`src/rtl/cpu_mem_bridge_pkg.sv`:
```
// Shared types and constants for the CPU-to-RAM/IO memory bridge.
package cpu_mem_bridge_pkg;

  localparam int unsigned IO_SEL_BIT     = 15;
  localparam int unsigned RAM_RD_LATENCY = 1;
  localparam int unsigned LAT_CNT_W      = 2;

  typedef enum logic [2:0] {
    IDLE,
    RAM_RD,
    IO_ACC,
    IO_ACK,
    RESP
  } bridge_state_e;

endpackage

```
`src/rtl/cpu_mem_bridge_decode.sv`:
```
// Combinational target decode: selects RAM or I/O and strips the select bit.
import cpu_mem_bridge_pkg::*;

module mem_addr_decode (
  input  logic [15:0] i_addr,
  output logic        o_is_io,
  output logic [14:0] o_local_addr
);

  assign o_is_io      = i_addr[IO_SEL_BIT];
  assign o_local_addr = i_addr[IO_SEL_BIT-1:0];

endmodule

```
`src/rtl/cpu_mem_bridge.sv`:
```
// Bridges a held-request CPU bus to a synchronous RAM (fast path) and a
// stallable I/O bus (registered, multi-cycle path).
import cpu_mem_bridge_pkg::*;

module cpu_mem_bridge (
  input  logic        clk,
  input  logic        reset,
  input  logic [15:0] mem_addr,
  input  logic        mem_read,
  input  logic        mem_wr,
  input  logic [15:0] mem_wrdata,
  output logic        mem_wait,
  output logic [15:0] mem_rddata,
  output logic        mem_rddatavalid,
  output logic [14:0] ram_addr,
  output logic        ram_rd,
  output logic        ram_wr,
  output logic [15:0] ram_wrdata,
  input  logic [15:0] ram_rddata,
  output logic [14:0] io_addr,
  output logic        io_read,
  output logic        io_write,
  output logic [15:0] io_wrdata,
  input  logic [15:0] io_rddata,
  input  logic        io_wait
);

  bridge_state_e        r_state;
  bridge_state_e        w_state_next;
  logic [15:0]          r_rddata;
  logic                 r_rddatavalid;
  logic [14:0]          r_io_addr;
  logic [15:0]          r_io_wrdata;
  logic                 r_io_is_wr;
  logic [LAT_CNT_W-1:0] r_lat_cnt;

  logic                 w_is_io;
  logic [14:0]          w_local_addr;
  logic                 w_req;
  logic                 w_load_io;
  logic                 w_cap_ram;
  logic                 w_cap_io;

  mem_addr_decode u_decode (
    .i_addr       (mem_addr),
    .o_is_io      (w_is_io),
    .o_local_addr (w_local_addr)
  );

  assign w_req           = mem_read | mem_wr;
  assign ram_addr        = w_local_addr;
  assign ram_wrdata      = mem_wrdata;
  assign io_addr         = r_io_addr;
  assign io_wrdata       = r_io_wrdata;
  assign mem_rddata      = r_rddata;
  assign mem_rddatavalid = r_rddatavalid;

  always_ff @(posedge clk or posedge reset) begin
    if (reset) begin
      r_state       <= IDLE;
      r_rddata      <= '0;
      r_rddatavalid <= 1'b0;
      r_io_addr     <= '0;
      r_io_wrdata   <= '0;
      r_io_is_wr    <= 1'b0;
      r_lat_cnt     <= '0;
    end else begin
      r_state       <= w_state_next;
      // Valid is high for exactly the one cycle spent in RESP.
      r_rddatavalid <= (w_state_next == RESP);
      if (w_cap_ram) begin
        r_rddata <= ram_rddata;
      end else if (w_cap_io) begin
        r_rddata <= io_rddata;
      end
      if (w_load_io) begin
        r_io_addr   <= w_local_addr;
        r_io_wrdata <= mem_wrdata;
        r_io_is_wr  <= mem_wr;
      end
      if ((r_state == RAM_RD) && (w_state_next == RAM_RD)) begin
        r_lat_cnt <= r_lat_cnt + 1'b1;
      end else begin
        r_lat_cnt <= '0;
      end
    end
  end

  always_comb begin
    w_state_next = r_state;
    mem_wait     = 1'b0;
    ram_rd       = 1'b0;
    ram_wr       = 1'b0;
    io_read      = 1'b0;
    io_write     = 1'b0;
    w_load_io    = 1'b0;
    w_cap_ram    = 1'b0;
    w_cap_io     = 1'b0;
    unique case (r_state)
      IDLE: begin
        if (w_req) begin
          if (w_is_io) begin
            mem_wait     = 1'b1;
            w_load_io    = 1'b1;
            w_state_next = IO_ACC;
          end else if (mem_wr) begin
            ram_wr = 1'b1;
          end else begin
            ram_rd       = 1'b1;
            w_state_next = RAM_RD;
          end
        end
      end
      RAM_RD: begin
        mem_wait = w_req;
        if (r_lat_cnt == LAT_CNT_W'(RAM_RD_LATENCY - 1)) begin
          w_cap_ram    = 1'b1;
          w_state_next = RESP;
        end
      end
      IO_ACC: begin
        mem_wait = w_req;
        io_read  = ~r_io_is_wr;
        io_write = r_io_is_wr;
        if (!io_wait) begin
          w_cap_io     = ~r_io_is_wr;
          w_state_next = IO_ACK;
        end
      end
      IO_ACK: begin
        w_state_next = r_io_is_wr ? IDLE : RESP;
      end
      RESP: begin
        mem_wait     = w_req;
        w_state_next = IDLE;
      end
      default: w_state_next = IDLE;
    endcase
  end

endmodule
```
`config.mk`:
```
export PLATFORM = sky130hd
export DESIGN_NAME = cpu_mem_bridge
export DESIGN_NICKNAME = d
export VERILOG_FILES = /design/src/rtl/cpu_mem_bridge_pkg.sv /design/src/rtl/cpu_mem_bridge_decode.sv /design/src/rtl/cpu_mem_bridge.sv
export SDC_FILE = /design/constraint.sdc
export NUM_CORES = 1
export LEC_CHECK = 0
export ABC_AREA = 1
export BUFFER_PORTS_ARGS = -buffer_cell sky130_fd_sc_hd__buf_2
export CELL_PAD_IN_SITES_DETAIL_PLACEMENT = 2
export CELL_PAD_IN_SITES_GLOBAL_PLACEMENT = 2
export CORE_UTILIZATION = 24
export DETAILED_ROUTE_END_ITERATION = 6
export PLACE_DENSITY = 0.85
export RECOVER_POWER = 100
export SKIP_LAST_GASP = 1
export SLEW_MARGIN = 20
export SYNTH_ARGS = -nofsm -noshare
export SYNTH_HDL_FRONTEND = slang
export SYNTH_SLANG_ARGS = --single-unit
```
`constraint.sdc`:
```
create_clock -name clk -period 1.7 [get_ports clk]
set_clock_uncertainty 0.1 [all_clocks]
set_input_delay 0.085 -clock clk [delete_from_list [all_inputs] [get_ports clk]]
set_output_delay 0.085 -clock clk [all_outputs]
set_load 0.01 [all_outputs]
```
# After elaboration in Yosys (flattened, before gate mapping)
# Index checks and enable logic that the tools add are counted.
[classes] div_mod_pow=0 eq_ne=6 reduce_logical=5 mux=28 n_bitwise=2 n_lt_le_gt_ge=0 n_shift=0 multipliers=0 n_addsub=1
[ops] op="2-to-1 mux 16 bit" count=2
[ops] op="2-to-1 mux 3 bit" count=6
[ops] op="2-to-1 mux 1 bit" count=17
[ops] op="one-hot mux 3 bit (4 select lines)" count=1
[ops] op="equality test 3 x 1 -> 1 bit (second input constant)" count=2
[ops] op="equality test 3 x 2 -> 1 bit (second input constant)" count=2
[ops] op="equality test 3 bit (second input constant)" count=2
[ops] op="logical NOT 3 bit" count=1
[ops] op="OR reduction 3 bit" count=1
[ops] op="adder 2 x 1 -> 2 bit (second input constant)" count=1
[ops] op="logical NOT 2 bit" count=1
[ops] op="2-to-1 mux 2 bit" count=1
[ops] op="one-hot mux 1 bit (2 select lines)" count=1
[ops] op="nonzero test 2 bit" count=1
[ops] op="logical AND 1 bit" count=1
[ops] op="NOT 1 bit" count=1
[ops] op="OR 1 bit" count=1
[word_totals] regBits=54 out_inout_bits=84 elab_cells=49 mem_count=0 in_bits=69 romBits=0 latchBits=0 ram_bits=0

# Logic depth before layout (Yosys ltp)
[logic_depth] depth_word=7 depth_mapped=9 mapped_depth_nobuf=7

# By module
# From an unflattened synthesis, not the netlist that was laid out.
[unflattened] hier_cells=351 area_unflattened_um2=2842.7
[modules_own_cells] module="cpu_mem_bridge" n_inst=1 cells_per_inst=335 area_per_inst_um2=2722.6
[modules_own_cells] module="mem_addr_decode" n_inst=1 cells_per_inst=16 area_per_inst_um2=120.1

# Least setup slack after synthesis
# Ideal clock, no wire load.
[synth_path] kind="reg2reg" startpoint="register r_lat_cnt[0]" endpoint="register r_state[0]" n_path_buf=3 period_less_slack_ps=1512 required_ps=1474 arrival_time_ps=1286 slack_ps=188 setup_ps=126 path_stages_with_launch=9 cell_sequence="dfrtp_1 > inv_1 > ha_1 > buf_2 > nand4_2 > buf_6 > buf_6 > nand3_4 > nand3_1"
[synth_between] elab_chain_len=3
[synth_lines] element="start, declared" line_no="cpu_mem_bridge.sv:35" rtl="logic [LAT_CNT_W-1:0] r_lat_cnt;"
[synth_lines] element="start signal, assigned" line_no="cpu_mem_bridge.sv:82" rtl="r_lat_cnt <= r_lat_cnt + 1'b1;"
[synth_lines] element="logical NOT 2 bit" line_no="cpu_mem_bridge.sv:116" rtl="if (r_lat_cnt == LAT_CNT_W'(RAM_RD_LATENCY - 1)) begin"
[synth_lines] element="2-to-1 mux 3 bit" line_no="cpu_mem_bridge.sv:116"
[synth_lines] element="one-hot mux 3 bit (4 select lines)" line_no="cpu_mem_bridge.sv:99" rtl="unique case (r_state)"
[synth_lines] element="net w_state_next[0]" line_no="cpu_mem_bridge.sv:29" rtl="bridge_state_e w_state_next;"
[synth_lines] element="end signal, assigned" line_no="cpu_mem_bridge.sv:68" rtl="r_state <= w_state_next;"
[synth_lines] element="end, declared" line_no="cpu_mem_bridge.sv:28" rtl="bridge_state_e r_state;"
# The timed path passes the listed nets, and every way through them passes these cells.
# A chain may end at the register's enable or synchronous reset.

# Worst setup path in the final report
[layout_path] startpoint="register r_state[1]" endpoint="output mem_wait"
[layout_between] elab_chain_len=3
[layout_lines] element="equality test 3 x 1 -> 1 bit (tied with other cells)" line_no="cpu_mem_bridge.sv:99"
[layout_lines] element="OR reduction 3 bit (no source line)"
[layout_lines] element="one-hot mux 1 bit (2 select lines) *" line_no="cpu_mem_bridge.sv:99"
[layout_lines] element="end, declared" line_no="cpu_mem_bridge.sv:12" rtl="output logic mem_wait,"
# Mark *: on every way between the ends. The rest lies on a longest branch, timed or not.

==> results.sh <==
export IMPL_avgViaCountPerCell=4.32
export IMPL_crit_type="flip-flop to output port"
export IMPL_initial_core_util_pct=24.9
export IMPL_cts_buffers=5
export IMPL_p_leak_nw=2.13
export IMPL_total_power_mw=6.25
export IMPL_fin_cells=653
export IMPL_setup_slack_ns=0.0700
export IMPL_io_pins=153
export IMPL_die_x_um=112
export IMPL_r2r_start="r_lat_cnt[0]$_DFF_PP0_"
export IMPL_finish_instance_area_sq_mm=0.00395
export IMPL_crit_buf_inv=1
export IMPL_cts_tree="done"
export IMPL_io_buffers=152
export IMPL_crit_required_ns=1.51
export IMPL_layout_min_cycle_time_ns=1.63
export IMPL_fin_crit_sh_pct=95.9
export IMPL_critPathLaunch="r_state[1]$_DFF_PP0_"
export IMPL_area_delta_synth_final_pct=36.9
export IMPL_cp_end_kind="output port"
export IMPL_rows=39
export IMPL_grt_total_usage_pct=15.9
export IMPL_path_clk_slew_ns=0.07
export IMPL_drtPass1Iterations=6
export IMPL_yosys_area_top_type_share_pct=46.9
export IMPL_hold_class="input port to flip-flop"
export IMPL_final_common_cell="nand2_1"
export IMPL_path_max_fanout=7
export IMPL_r2r_end="mem_rddata[2]$_DFFE_PP0P_"
export IMPL_ys_ff_latch=54
export IMPL_gp_congestion=0.802
export IMPL_rrSetupSlack_ns=0.13
export IMPL_fmax_mhz=614
export IMPL_cp_arrival_ns=1.44
export IMPL_die_y_um=112
export IMPL_drive_gt1_share_pct=20.4
export IMPL_drc=9
export IMPL_crit_chain="nor3_4 > nand3_4 > nand2_1 > buf_2"
export IMPL_violations="DRC"
export IMPL_cts_buffer_depth=2
export IMPL_worst_pin_slew_ns=1.07
export IMPL_synth_warnings=0
export IMPL_cp_slowest_cell="dfrtp_2"
export IMPL_core_area_sq_mm=0.0116
export IMPL_final_setup_viol_count=0
export IMPL_powerDensity_mw_per_mm2=1580
export IMPL_grt_pass1_wl_um=15800
export IMPL_slew_headroom_pct=28.3
export IMPL_final_cell_mix="nand2_1 (87), clkbuf_1 (84), inv_1 (71)"
export IMPL_avgSynthCellArea_sq_um=8.24
export IMPL_irDropWorstVdd_uv=484
export IMPL_synthesis_nets=420
export IMPL_place_inst=609
export IMPL_ff2ff_path_depth=7
export IMPL_die_area_sq_mm=0.0125
export IMPL_ys_types=24
export IMPL_grt_ovfl_total=0
export IMPL_drt_iter0_markers=46
export IMPL_start_kind="flip-flop"
export IMPL_cts_htree_levels=2
export IMPL_cp_endpoint="mem_wait"
export IMPL_cts_root_buf="clkbuf_16"
export IMPL_rsz0062_at_grt="false"
export IMPL_holdPathStages=5
export IMPL_drt_wl_total_um=9840
export IMPL_status="finished, violations left"
export IMPL_pre_cts_slack_ns=0.0815
export IMPL_avgRoutedWirePerCell_um=15.1
export IMPL_fin_nets=578
export IMPL_syn_inst=350
export IMPL_grt_max_degree=61
export IMPL_grt_pass1_vias=3167
export IMPL_fillers=1390
export IMPL_antenna_found_initial=1
export IMPL_synth_largest_area_cell="dfrtp_1"
export IMPL_clock_sinks=54
export IMPL_synth_area_sq_mm=0.00288
export IMPL_antenna_left=0
export IMPL_setup_tns_final_ns=0
export IMPL_clock_latency_ns=0.29
export IMPL_vias=2821
export IMPL_placed_area_sq_mm=0.00356
export IMPL_hold_viol_final=0
export IMPL_maxSlewViolCount=0
export IMPL_path_depth=4
export IMPL_yosysSeqAreaShare_pct=46.9
export IMPL_hpwl_um=6800
export IMPL_crit_family="simple AND/OR/NAND/NOR gates"
export IMPL_synthTopCellsByArea="dfrtp_1 (47%), nand2_1 (11%), inv_1 (9.2%)"
export IMPL_critPathMaxStageDelay_ns=0.47
export IMPL_drv_cap=0
==> worst reg2reg max path, cell delays in order, from the launching register on <==
cell,delay (ns)
dfrtp_1,0.40
inv_1,0.07
ha_1,0.18
nand4_1,0.22
nand2_4,0.14
buf_4,0.22
nand3_1,0.10
nand2_1,0.07
==> report_power, final <==
group / leakage [nW] / switching (mW) / internal [mW]
Sequential: 0.672 / 0.391 / 1.89
Combinational: 1.38 / 1.83 / 0.984
Clock: 0.0781 / 0.464 / 0.698
Total: 2.13 / 2.68 / 3.57
==> timing repair <==
action,in CTS,in global routing
endpoints found under the setup margin,1,1
endpoints found under the hold margin,58,0
buffers inserted,0,1
pin swaps,1,0
hold buffers,34,0
resized for setup,3,6
==> stage by stage <==
stage               hold slack [ns]  utilization, %
global route                 0.0239            34.1
CTS                         0.00121            35.3
finish                      0.00118            34.1
detailed placement           0.0945            30.8
floorplan                     0.118               -
global placement             0.0792            30.8
==> how the worst min path moves through the flow <==
stage	from	slack [ns]	endpoint
finish	io_rddata[11]	0.001	mem_rddata[11]$_DFFE_PP0P_
global route	io_rddata[9]	0.02	mem_rddata[9]$_DFFE_PP0P_
CTS	io_rddata[11]	0.001	mem_rddata[11]$_DFFE_PP0P_
detailed placement	reset	0.09	io_wrdata[9]$_DFFE_PP0P_
global placement	reset	0.08	io_wrdata[7]$_DFFE_PP0P_
floorplan	mem_addr[15]	0.12	ram_wr
==> synth_stat cells, drive strengths merged <==
master and number:
nor2 9, inv 75, nor3 3, buf 44, ha 1, nand2 89, nand4 17, o21ai 33
dfrtp 54, or2 1, clkbuf 2, nand3 22
==> flip-flops by register name, summed over array words and instances (netlist names) <==
name	cells
r_state	3
r_io_is_wr	1
io_addr	15
io_wrdata	16
mem_rddata	16
mem_rddatavalid	1
r_lat_cnt	2
==> routing by layer <==
layer,vias to the layer above,track usage [%],share of wire [%]
met3,6,2.40,3.8
li1,1345,-,-
met5,-,0,0
met2,80,30.8,55
met4,0,4.23,1.0
met1,1390,18.0,40
==> kinds of logic (layout without fill, tap and decap cells) <==
family                   Yosys count  after routing  synth area share (%)
AND/OR/NAND/NOR                  141            141                  23.0
AO/OA/AOI/OAI                     33             33                  7.55
other                              0              1                     0
adder cells (fa/ha/maj)            1              1                 0.434
flip-flops                        54             54                  46.9
buffers and inverters            121            280                  22.2
==> cell type report <==
type | instances | area [sq um] | share of cell area [%]
Clock inverter | 1 | 30.0 | 0.761
Tap cell | 143 | 179 | 4.53
Sequential cell | 54 | 1350 | 34.3
Clock buffer | 7 | 133 | 3.36
Multi-Input combinational cell | 175 | 860 | 21.8
Inverter | 75 | 284 | 7.19
Antenna cell | 1 | 2.50 | 0.0634
Timing Repair Buffer | 197 | 1110 | 28.0
Power figures use the tool's default switching activity.
